File: src/rtl/demux1_4_buf.sv
// Buffered 1-to-4 demultiplexer with a one-entry holding register per output channel.
// Define DEMUX_AUTO_SEL_EN to replace in_sel with an internal round-robin pointer.
module demux1_4_buf #(
    parameter int WIDTH = 8
) (
    input  logic               clk,
    input  logic               rst,
    input  logic               in_valid,
    output logic               in_ready,
    input  logic [WIDTH-1:0]   in_data,
    input  logic [1:0]         in_sel,
    output logic [4*WIDTH-1:0] out_data,
    output logic [3:0]         out_valid,
    input  logic [3:0]         out_ack,
    output logic               frame_start
);

    logic [1:0]       tgt;
    logic             accept;
    logic [3:0]       valid_q, valid_d;
    logic [WIDTH-1:0] data_q [4];
    logic [WIDTH-1:0] data_d [4];

`ifdef DEMUX_AUTO_SEL_EN
    logic [1:0] ptr_q, ptr_d;
    logic       unused_sel;

    assign unused_sel  = ^in_sel;
    assign tgt         = ptr_q;
    assign frame_start = (ptr_q == 2'd0);

    // Strict round-robin: the pointer only advances on an accepted sample.
    always_comb begin
        ptr_d = ptr_q;
        if (accept) begin
            ptr_d = ptr_q + 2'd1;
        end
    end

    always_ff @(posedge clk or posedge rst) begin
        if (rst) begin
            ptr_q <= 2'd0;
        end else begin
            ptr_q <= ptr_d;
        end
    end
`else
    assign tgt         = in_sel;
    assign frame_start = 1'b0;
`endif

    // A full target channel still accepts when its consumer drains it this cycle.
    assign in_ready = ~valid_q[tgt] | out_ack[tgt];
    assign accept   = in_valid & in_ready;

    always_comb begin
        for (int k = 0; k < 4; k++) begin
            valid_d[k] = valid_q[k] & ~out_ack[k];
            data_d[k]  = data_q[k];
            if (accept && (tgt == 2'(k))) begin
                valid_d[k] = 1'b1;
                data_d[k]  = in_data;
            end
        end
    end

    always_ff @(posedge clk or posedge rst) begin
        if (rst) begin
            valid_q <= 4'b0000;
            for (int k = 0; k < 4; k++) begin
                data_q[k] <= '0;
            end
        end else begin
            valid_q <= valid_d;
            for (int k = 0; k < 4; k++) begin
                data_q[k] <= data_d[k];
            end
        end
    end

    assign out_valid = valid_q;

    for (genvar gi = 0; gi < 4; gi++) begin : g_out
        assign out_data[gi*WIDTH +: WIDTH] = data_q[gi];
    end

endmodule

File: config.mk
export PLATFORM = sky130hd
export DESIGN_NAME = demux1_4_buf
export DESIGN_NICKNAME = d
export VERILOG_FILES = /design/src/rtl/demux1_4_buf.sv
export SDC_FILE = /design/constraint.sdc
export NUM_CORES = 1
export LEC_CHECK = 0
export ABC_AREA = 1
export BUFFER_PORTS_ARGS = -buffer_cell sky130_fd_sc_hd__buf_4
export CAP_MARGIN = 20
export CORE_UTILIZATION = 45
export CTS_CLUSTER_SIZE = 16
export DETAILED_ROUTE_END_ITERATION = 8
export PLACE_DENSITY = 0.76
export SYNTH_ARGS = -nofsm -noshare
export SYNTH_HDL_FRONTEND = slang
export SYNTH_SLANG_ARGS = --single-unit
File: constraint.sdc
create_clock -name clk -period 1.36 [get_ports clk]
set_input_delay 0.34 -clock clk [delete_from_list [all_inputs] [get_ports clk]]
set_output_delay 0.34 -clock clk [all_outputs]
set_load 0.01 [all_outputs]
* Yosys cells after proc, flatten, opt, wreduce, memory -nomap -nowiden *
Index checks and enable logic that the tools add are counted.

word-level totals
  input bits = 17
  bits in registers = 36
  word-level logic and storage cells = 33

operators by class
  eq/ne operators = 3
  multiplexer cells = 8
  magnitude comparators = 1
  bitwise logic cells = 11
  reductions and logical operators = 5

operators with widths
  cell                                                        number
  2-to-1 mux 1 bit                                            6
  AND 1 bit                                                   5
  NOT 1 bit                                                   5
  binary-select mux 1 bit (select 2 bit)                      2
  equality test 2 bit, second input constant                  2
  logical AND 1 bit                                           4
  less-than comparator 2 x 3 -> 1 bit, second input constant  1
  equality test 2 x 1 -> 1 bit, second input constant         1
  logical NOT 2 bit                                           1
  bitwise OR 1 bit                                            1

* Longest topological paths before layout *
Gate-level depths: netlist of run 1.

  word-level depth = 7
  mapped depth = 10
  depth with buffers taken out = 9

* Worst setup path before layout of run 1 *
OpenSTA, ideal clock, no wires.

  path type = input -> output
  start point = input port in_sel[0]
  end point = output port in_ready
  path buffers = 2
  slack = -0.038 ns
  stages on the path = 7
  required time = 1.020 ns
  arrival = 1.058 ns
  cells stage by stage = buf_6 -> nor2_8 -> nand2_2 -> nand2_2 -> nor2_4 -> nand2_8 -> buf_8

on the way
  cells in the longest elaborated chain, start to end = 4

RTL lines
  what                                    RTL line  RTL
  from (decl)                             11        input logic [1:0] in_sel,
  binary-select mux 1 bit (select 2 bit)  53        assign in_ready = ~valid_q[tgt] | out_ack[tgt];
  2-to-1 mux 1 bit (not written as such)  53
  NOT 1 bit                               53
  bitwise OR 1 bit (*)                    53
  to (decl)                               9         output logic in_ready,

Every way passes the cells marked *; elsewhere a longest branch is shown, timed or not. The select of a mux whose other input is x is not followed.

* Worst setup path after layout of run 1 *
  start point = register valid_q[3], in the netlist out_valid[3]
  end point = output port in_ready

on the way
  cells in the longest elaborated chain, start to end = 4

RTL lines
  what                                    RTL line  RTL
  from (decl)                             20        logic [3:0] valid_q, valid_d;
  from (signal assigned)                  74        valid_q <= valid_d;
  binary-select mux 1 bit (select 2 bit)  53
  2-to-1 mux 1 bit (not written as such)  53
  NOT 1 bit                               53
  bitwise OR 1 bit                        53

No other way between the ends. The select of a mux whose other input is x is not followed.

==> flow_metrics.py, run 1 <==
metrics = {
    "layout": {
        "utilization": 0.6651,
        "final_area_um2": 2435,
        "instances_no_fill": 303,
        "final_cell_mix": "nand2_1 (71), buf_4 (71), dfrtp_1 (36), nand4_1 (32), clkbuf_8 (7)",
        "antenna_cells": 0,
        "multi_input_area_um2": 739.5,
        "area_growth_syn_to_layout_pct": 42.36,
        "nets": 271,
        "regArea_um2": 900.9,
        "drive_above_1_share": 0.4118,
        "fill_cells": 312,
    },
    "grt": {
        "grt_use_total": 0.2182,
        "grt_pass1_wl_mm": 6.465,
        "gr-total-overflow": 0,
        "grt_pass1_vias": 1380,
        "antenna_found_initial": 0,
        "grt_max_degree": 37,
    },
    "clock_network": {
        "h-tree-depth": 2,
        "cts_buffer_depth": 2,
        "cts_hold_buf": 0,
        "clkSinkCount": 36,
        "clock_latency_ps": 300,
        "cts_tree": "built",
        "path_clk_slew_ps": 70,
        "cts_inserted_buffers": 5,
        "cts_root_buffer": "clkbuf_8",
    },
    "yosys": {
        "syn_avg_cell_area_um2": 9.502,
        "synth_area_leaders": "dfrtp_1 (53%), nand2_1 (16%), nand4_1 (12%), nand3_4 (4.1%), buf_8 (2.6%)",
        "netlist_area_um2": 1710,
        "yosysWarnings": 0,
        "synth_cell_type_count": 21,
        "syn-num-nets": 197,
        "seq_area_frac_synth": 0.5267,
        "ys_seq_elements": 36,
        "synth_top_area_frac": 0.5267,
        "syn_inst": 180,
        "yosysTopAreaCell": "dfrtp_1",
    },
    "detailed_routing": {
        "first_iter_violations": 67,
        "wl_met1_mm": 1.868,
        "via_per_inst": 5.231,
        "final_antenna_net_count": 0,
        "postRouteWirelength_mm": 4.487,
        "routedWlPerCell_um": 14.81,
        "drc": 0,
        "route.met2.wl_mm": 2.305,
        "top_layer": "met4",
        "dr.pass1.iters": 4,
        "route.met3.wl_um": 204,
        "vias": 1585,
    },
    "die": {
        "die_x_um": 63.65,
        "fp.coreArea_um2": 3661,
        "io_pins": 55,
        "initial_core_util": 0.4672,
        "row_count": 22,
        "dieArea_um2": 4051,
        "die_h_um": 63.65,
    },
    "setup_path": {
        "crit_type": "reg -> out",
        "slowest_stage": "dfrtp_1",
        "required_ps": 1020,
        "start_kind": "flip-flop",
        "critical_path_arrival_ps": 1130,
        "path_max_fanout": 2,
        "worstSetupEndpointType": "output pin",
        "critical_path.top_delay_family": "flip-flops",
        "cp_cell_sequence": "nand2_1 > nand2_1 > nand2_1 > nand2_2 > nand2_8 > buf_6",
        "cpMostUsedCell": "nand2_1",
        "critPathMaxStageDelay_ps": 380,
        "cp_num_buf_inv": 1,
    },
    "power_and_ir_drop": {
        "p_leak_uw": 0.001280,
        "power_density_nw_per_um2": 1372,
        "ir_worst_vdd_mv": 0.7412,
    },
    "timing": {
        "finalSetupViolations": 24,
        "fmax_ghz": 0.6798,
        "setup_slack_ps": -111.1,
        "min_period_ps": 1471,
        "finalClockSkew_ps": 8.330,
        "fin_crit_sh": 1.082,
        "rsz0062_at_grt": "true",
        "hold_viol_final": 0,
        "maxSlewViolCount": 0,
    },
    "place": {
        "place_congestion": 0.8230,
        "dpl_cell_area_um2": 2193,
        "port_buffers": 53,
        "dpl.hpwl_mm": 2.815,
        "dpl.cell_count": 287,
    },
    "job": {
        "max_cap_violations": 0,
    },
    "outcome": {
        "status": "complete, but fails checks",
        "failed_checks": "negative setup slack",
    },
    "worst_hold_path": {
        "hp-class": "in -> async",
    },
}
-- cell families (layout without fill, tap and decap cells) --
kind of cell           count (synthesis)  in the layout  share of synthesized area
and+or+nand+nor                      121            124                     0.3848
AOI/OAI and AO/OA                      4              4                    0.01170
buffers and inverters                 18             90                    0.07461
other                                  1              1                   0.002192
DFF                                   36             36                     0.5267
-- cell usage after synthesis --
cell      number
nand4_1       32
nand3_1        2
clkinv_1       1
buf_8          3
nand2_8        1
buf_4          1
o21ai_1        4
dfrtp_1       36
buf_6          2
inv_4          1
nand2_2        4
nand3_4        4
conb_1         1
inv_1          5
nor2_4         2
inv_2          1
nor2_2         1
buf_2          4
nor2_8         1
nand3_2        1
nand2_1       73
-- sequential cells by signal, summed over array words and instances (netlist names) --
name and flops:
out_valid 4, out_data 32
-- metrics by stage --
step	hold slack, ps	worst slack [ps]	power [uW]	TNS (ps)
after detailed placement	460.4	-76.30	2275	-2054
after CTS	160.3	-110.2	3310	-1339
after global routing	194.8	-153.4	3490	-2483
final	143.8	-111.1	3340	-537.0
after global placement	457.2	-43.65	2255	-1000
after floorplan	420.6	-37.99	1822	-37.99
-- what timing repair did --
item                       CTS  global route
setup endpoints to repair    1            36
pin swaps                    3             5
resized for setup            1            10
gates cloned                 0             3
buffers inserted             3             2
-- cell type report --
cell class,instances,area share
inverter,8,0.01336
clock inverter,1,0.01233
sequential,36,0.3700
multi-input combinational,129,0.3037
clock buffer,7,0.03957
tap,48,0.02467
timing repair buffer,74,0.2364
-- worst reg2reg max path, delay by kind of cell (launching register included) --
family / cells / cell delay [ps]
flops: 1 / 380
buf+inv: 2 / 300
simple gates: 8 / 600
-- power breakdown --
| part | total (uW) | switching [uW] | internal (uW) |
|---|---|---|---|
| clock network | 1030 | 379 | 647 |
| registers | 1390 | 116 | 1270 |
| logic | 926 | 472 | 455 |
| total | 3340 | 967 | 2370 |
-- metal layers --
layer | vias up | track usage
li1 | 761 | -
met1 | 761 | 0.2695
met2 | 52 | 0.3457
met3 | 11 | 0.04529
met4 | 0 | 0.1364
met5 | - | 0
-- worst paths after layout --
path	start	endpoint	slack, ps	cells past startpoint
max	out_valid[3]$_DFF_PP0_	in_ready	-110	6
min	rst	out_data[12]$_DFFE_PP0P_	140	3
max reg2reg	out_valid[3]$_DFF_PP0_	out_data[4]$_DFFE_PP0P_	-40	10
min reg2reg	out_data[5]$_DFFE_PP0P_	out_data[5]$_DFFE_PP0P_	470	2
max in group asynchronous	rst	out_data[4]$_DFFE_PP0P_	910	3
min in group clk	out_ack[0]	out_valid[0]$_DFF_PP0_	230	2
Power figures use the tool's default switching activity.
==> inputs of run 2 (changes only) <==
--- a/config.mk
+++ b/config.mk
@@ -8,10 +8,10 @@
 export ABC_AREA = 1
 export BUFFER_PORTS_ARGS = -buffer_cell sky130_fd_sc_hd__buf_4
 export CAP_MARGIN = 20
-export CORE_UTILIZATION = 45
+export CORE_UTILIZATION = 50
 export CTS_CLUSTER_SIZE = 16
 export DETAILED_ROUTE_END_ITERATION = 8
-export PLACE_DENSITY = 0.76
+export PLACE_DENSITY = 0.8
 export SYNTH_ARGS = -nofsm -noshare
 export SYNTH_HDL_FRONTEND = slang
 export SYNTH_SLANG_ARGS = --single-unit
==> constraint.sdc (replaced) <==
create_clock -name clk -period 1.6 [get_ports clk]
set_input_delay 0.4 -clock clk [delete_from_list [all_inputs] [get_ports clk]]
set_output_delay 0.4 -clock clk [all_outputs]
set_load 0.01 [all_outputs]
==> run 2 against run 1 <==
The flow now finishes without violations. Cell area is 8.3% lower. Register-to-register slack better by 200 ps. Global-route usage is 3.1 points higher. Flip-flop and latch count stayed put. First-iteration DRC count is 12% lower. Largest power group unchanged. Critical endpoint unchanged. Largest cell class unchanged. Via count is 4.9% lower. Highest routed layer unchanged. Clock power is 51% lower. Power is 27% lower.
==> flow_metrics.py, run 2 (same netlist as run 1, synthesis figures left out) <==
metrics = {
    "outcome": {
        "status": "finished clean",
    },
    "place": {
        "dpl_cell_area_um2": 2131,
        "dpl.cell_count": 272,
        "port_buffers": 53,
        "dpl.hpwl_mm": 2.766,
        "place_congestion": 0.7553,
    },
    "detailed_routing": {
        "first_iter_violations": 59,
        "postRouteWirelength_mm": 3.965,
        "routedWlPerCell_um": 13.91,
        "vias": 1507,
        "drc": 0,
        "final_antenna_net_count": 0,
        "dr.pass1.iters": 4,
        "via_per_inst": 5.288,
    },
    "clock_network": {
        "h-tree-depth": 2,
        "path_clk_slew_ps": 110,
        "cts_root_buffer": "clkbuf_4",
        "cts_hold_buf": 0,
        "cts_tree": "built",
        "clkSinkCount": 36,
        "cts_buffer_depth": 2,
        "cts_inserted_buffers": 5,
        "clock_latency_ps": 330,
    },
    "setup_path": {
        "worstSetupEndpointType": "output pin",
        "crit_type": "reg -> out",
        "required_ps": 1200,
        "cp_cell_sequence": "nand2_1 > nand2_1 > nand2_1 > nand2_2 > nand2_8 > buf_6",
        "critPathMaxStageDelay_ps": 410,
        "slowest_stage": "dfrtp_1",
        "critical_path_arrival_ps": 1180,
        "cpMostUsedCell": "nand2_1",
        "path_max_fanout": 2,
        "start_kind": "flip-flop",
    },
    "layout": {
        "final_cell_mix": "nand2_1 (73), buf_4 (60), dfrtp_1 (36), nand4_1 (32)",
        "largest_reg_flops": 32,
        "nets": 257,
        "antenna_cells": 0,
        "drive_above_1_share": 0.3610,
        "final_area_um2": 2233,
        "area_growth_syn_to_layout_pct": 30.58,
        "layout_commonest_cell": "nand2_1",
        "instances_no_fill": 285,
        "fill_cells": 273,
    },
    "die": {
        "die_x_um": 60.49,
        "io_pins": 55,
        "row_count": 20,
        "dieArea_um2": 3658,
        "fp.coreArea_um2": 3153,
        "initial_core_util": 0.5425,
        "die_h_um": 60.49,
    },
    "timing": {
        "setup_tns_ps": 0,
        "hold_viol_final": 0,
        "finalSetupViolations": 0,
        "fin_crit_sh": 0.9856,
        "fmax_ghz": 0.6341,
        "maxSlewViolCount": 0,
        "finalClockSkew_ps": 5.730,
        "min_period_ps": 1577,
        "rsz0062_at_grt": "true",
    },
    "worst_hold_path": {
        "hp-class": "in -> async",
    },
    "grt": {
        "gr-total-overflow": 0,
        "grt_max_degree": 37,
        "antenna_found_initial": 0,
        "grt_pass1_vias": 1366,
        "grt_pass1_wl_mm": 6.492,
        "grt_use_total": 0.2488,
    },
    "power_and_ir_drop": {
        "p_comb_frac": 0.305,
        "ir_worst_vdd_mv": 0.6883,
        "intPower_uw": 1651,
        "p_leak_uw": 0.001197,
        "netSwitchingFraction": 0.3199,
        "seqPwrFrac": 0.486,
        "power_density_nw_per_um2": 1087,
        "p_clk_frac": 0.209,
        "p_switching_uw": 776.3,
    },
    "job": {
        "max_cap_violations": 0,
    },
}
run 2: layout make-up:
type	count	area (um^2)	share of cell area
sequential	36	900.9	0.4034
multi-input combinational	126	681.9	0.3053
clock buffer	6	51.30	0.02297
clock inverter	2	10.01	0.004482
timing repair buffer	63	501.7	0.2246
inverter	8	32.53	0.01457
tap	44	55.05	0.02465
run 2: path summary, 6_finish.rpt:
kind | from | endpoint | slack, ps | depth (start not counted)
setup / recovery | out_valid[1]$_DFF_PP0_ | in_ready | 20 | 6
hold / removal | rst | out_data[15]$_DFFE_PP0P_ | 160 | 3
setup reg to reg | out_valid[1]$_DFF_PP0_ | out_data[21]$_DFFE_PP0P_ | 160 | 10
hold reg to reg | out_data[17]$_DFFE_PP0P_ | out_data[17]$_DFFE_PP0P_ | 480 | 2
max in group asynchronous | rst | out_data[18]$_DFFE_PP0P_ | 1130 | 3
min in group clk | out_ack[1] | out_valid[1]$_DFF_PP0_ | 230 | 2
run 2: repair_timing:
action,in CTS,in global routing
resized for setup,0,1
buffers inserted,5,0
setup endpoints to repair,1,1
pin swaps,1,3
run 2: routing by layer:
metal  track usage  share of wire  routed length, um
met5             0              0                  0
met2        0.3830           0.47               1879
met4       0.07792         0.0091                 36
met1        0.3602           0.43               1716
met3       0.04478          0.084                333
run 2: metrics by stage:
stage / hold WS, ps / power [uW] / utilization / worst slack [ps]
after CTS: 168.1 / 2437 / 0.7071 / 14.53
after global placement: 457.5 / 1906 / 0.6758 / 61.25
final: 161.1 / 2427 / 0.7083 / 23.06
after detailed placement: 459.2 / 1923 / 0.6758 / 35.75
after global routing: 182.3 / 2584 / 0.7083 / -74.38
after floorplan: 480.6 / 1549 / - / 81.58
run 2: worst max-delay path: cells and delay by family (launching register included):
kind,cells,cell delay [ps]
buffers and inverters,1,90
DFF,1,410
and+or+nand+nor,5,340
run 2: power groups by stage:
stage	logic, uW	registers, uW	clock network (uW)
after floorplan	279	1270	0
after global placement	709	1200	0
after detailed placement	726	1200	0
after CTS	745	1180	511
after global routing	824	1200	564
final	740	1180	508
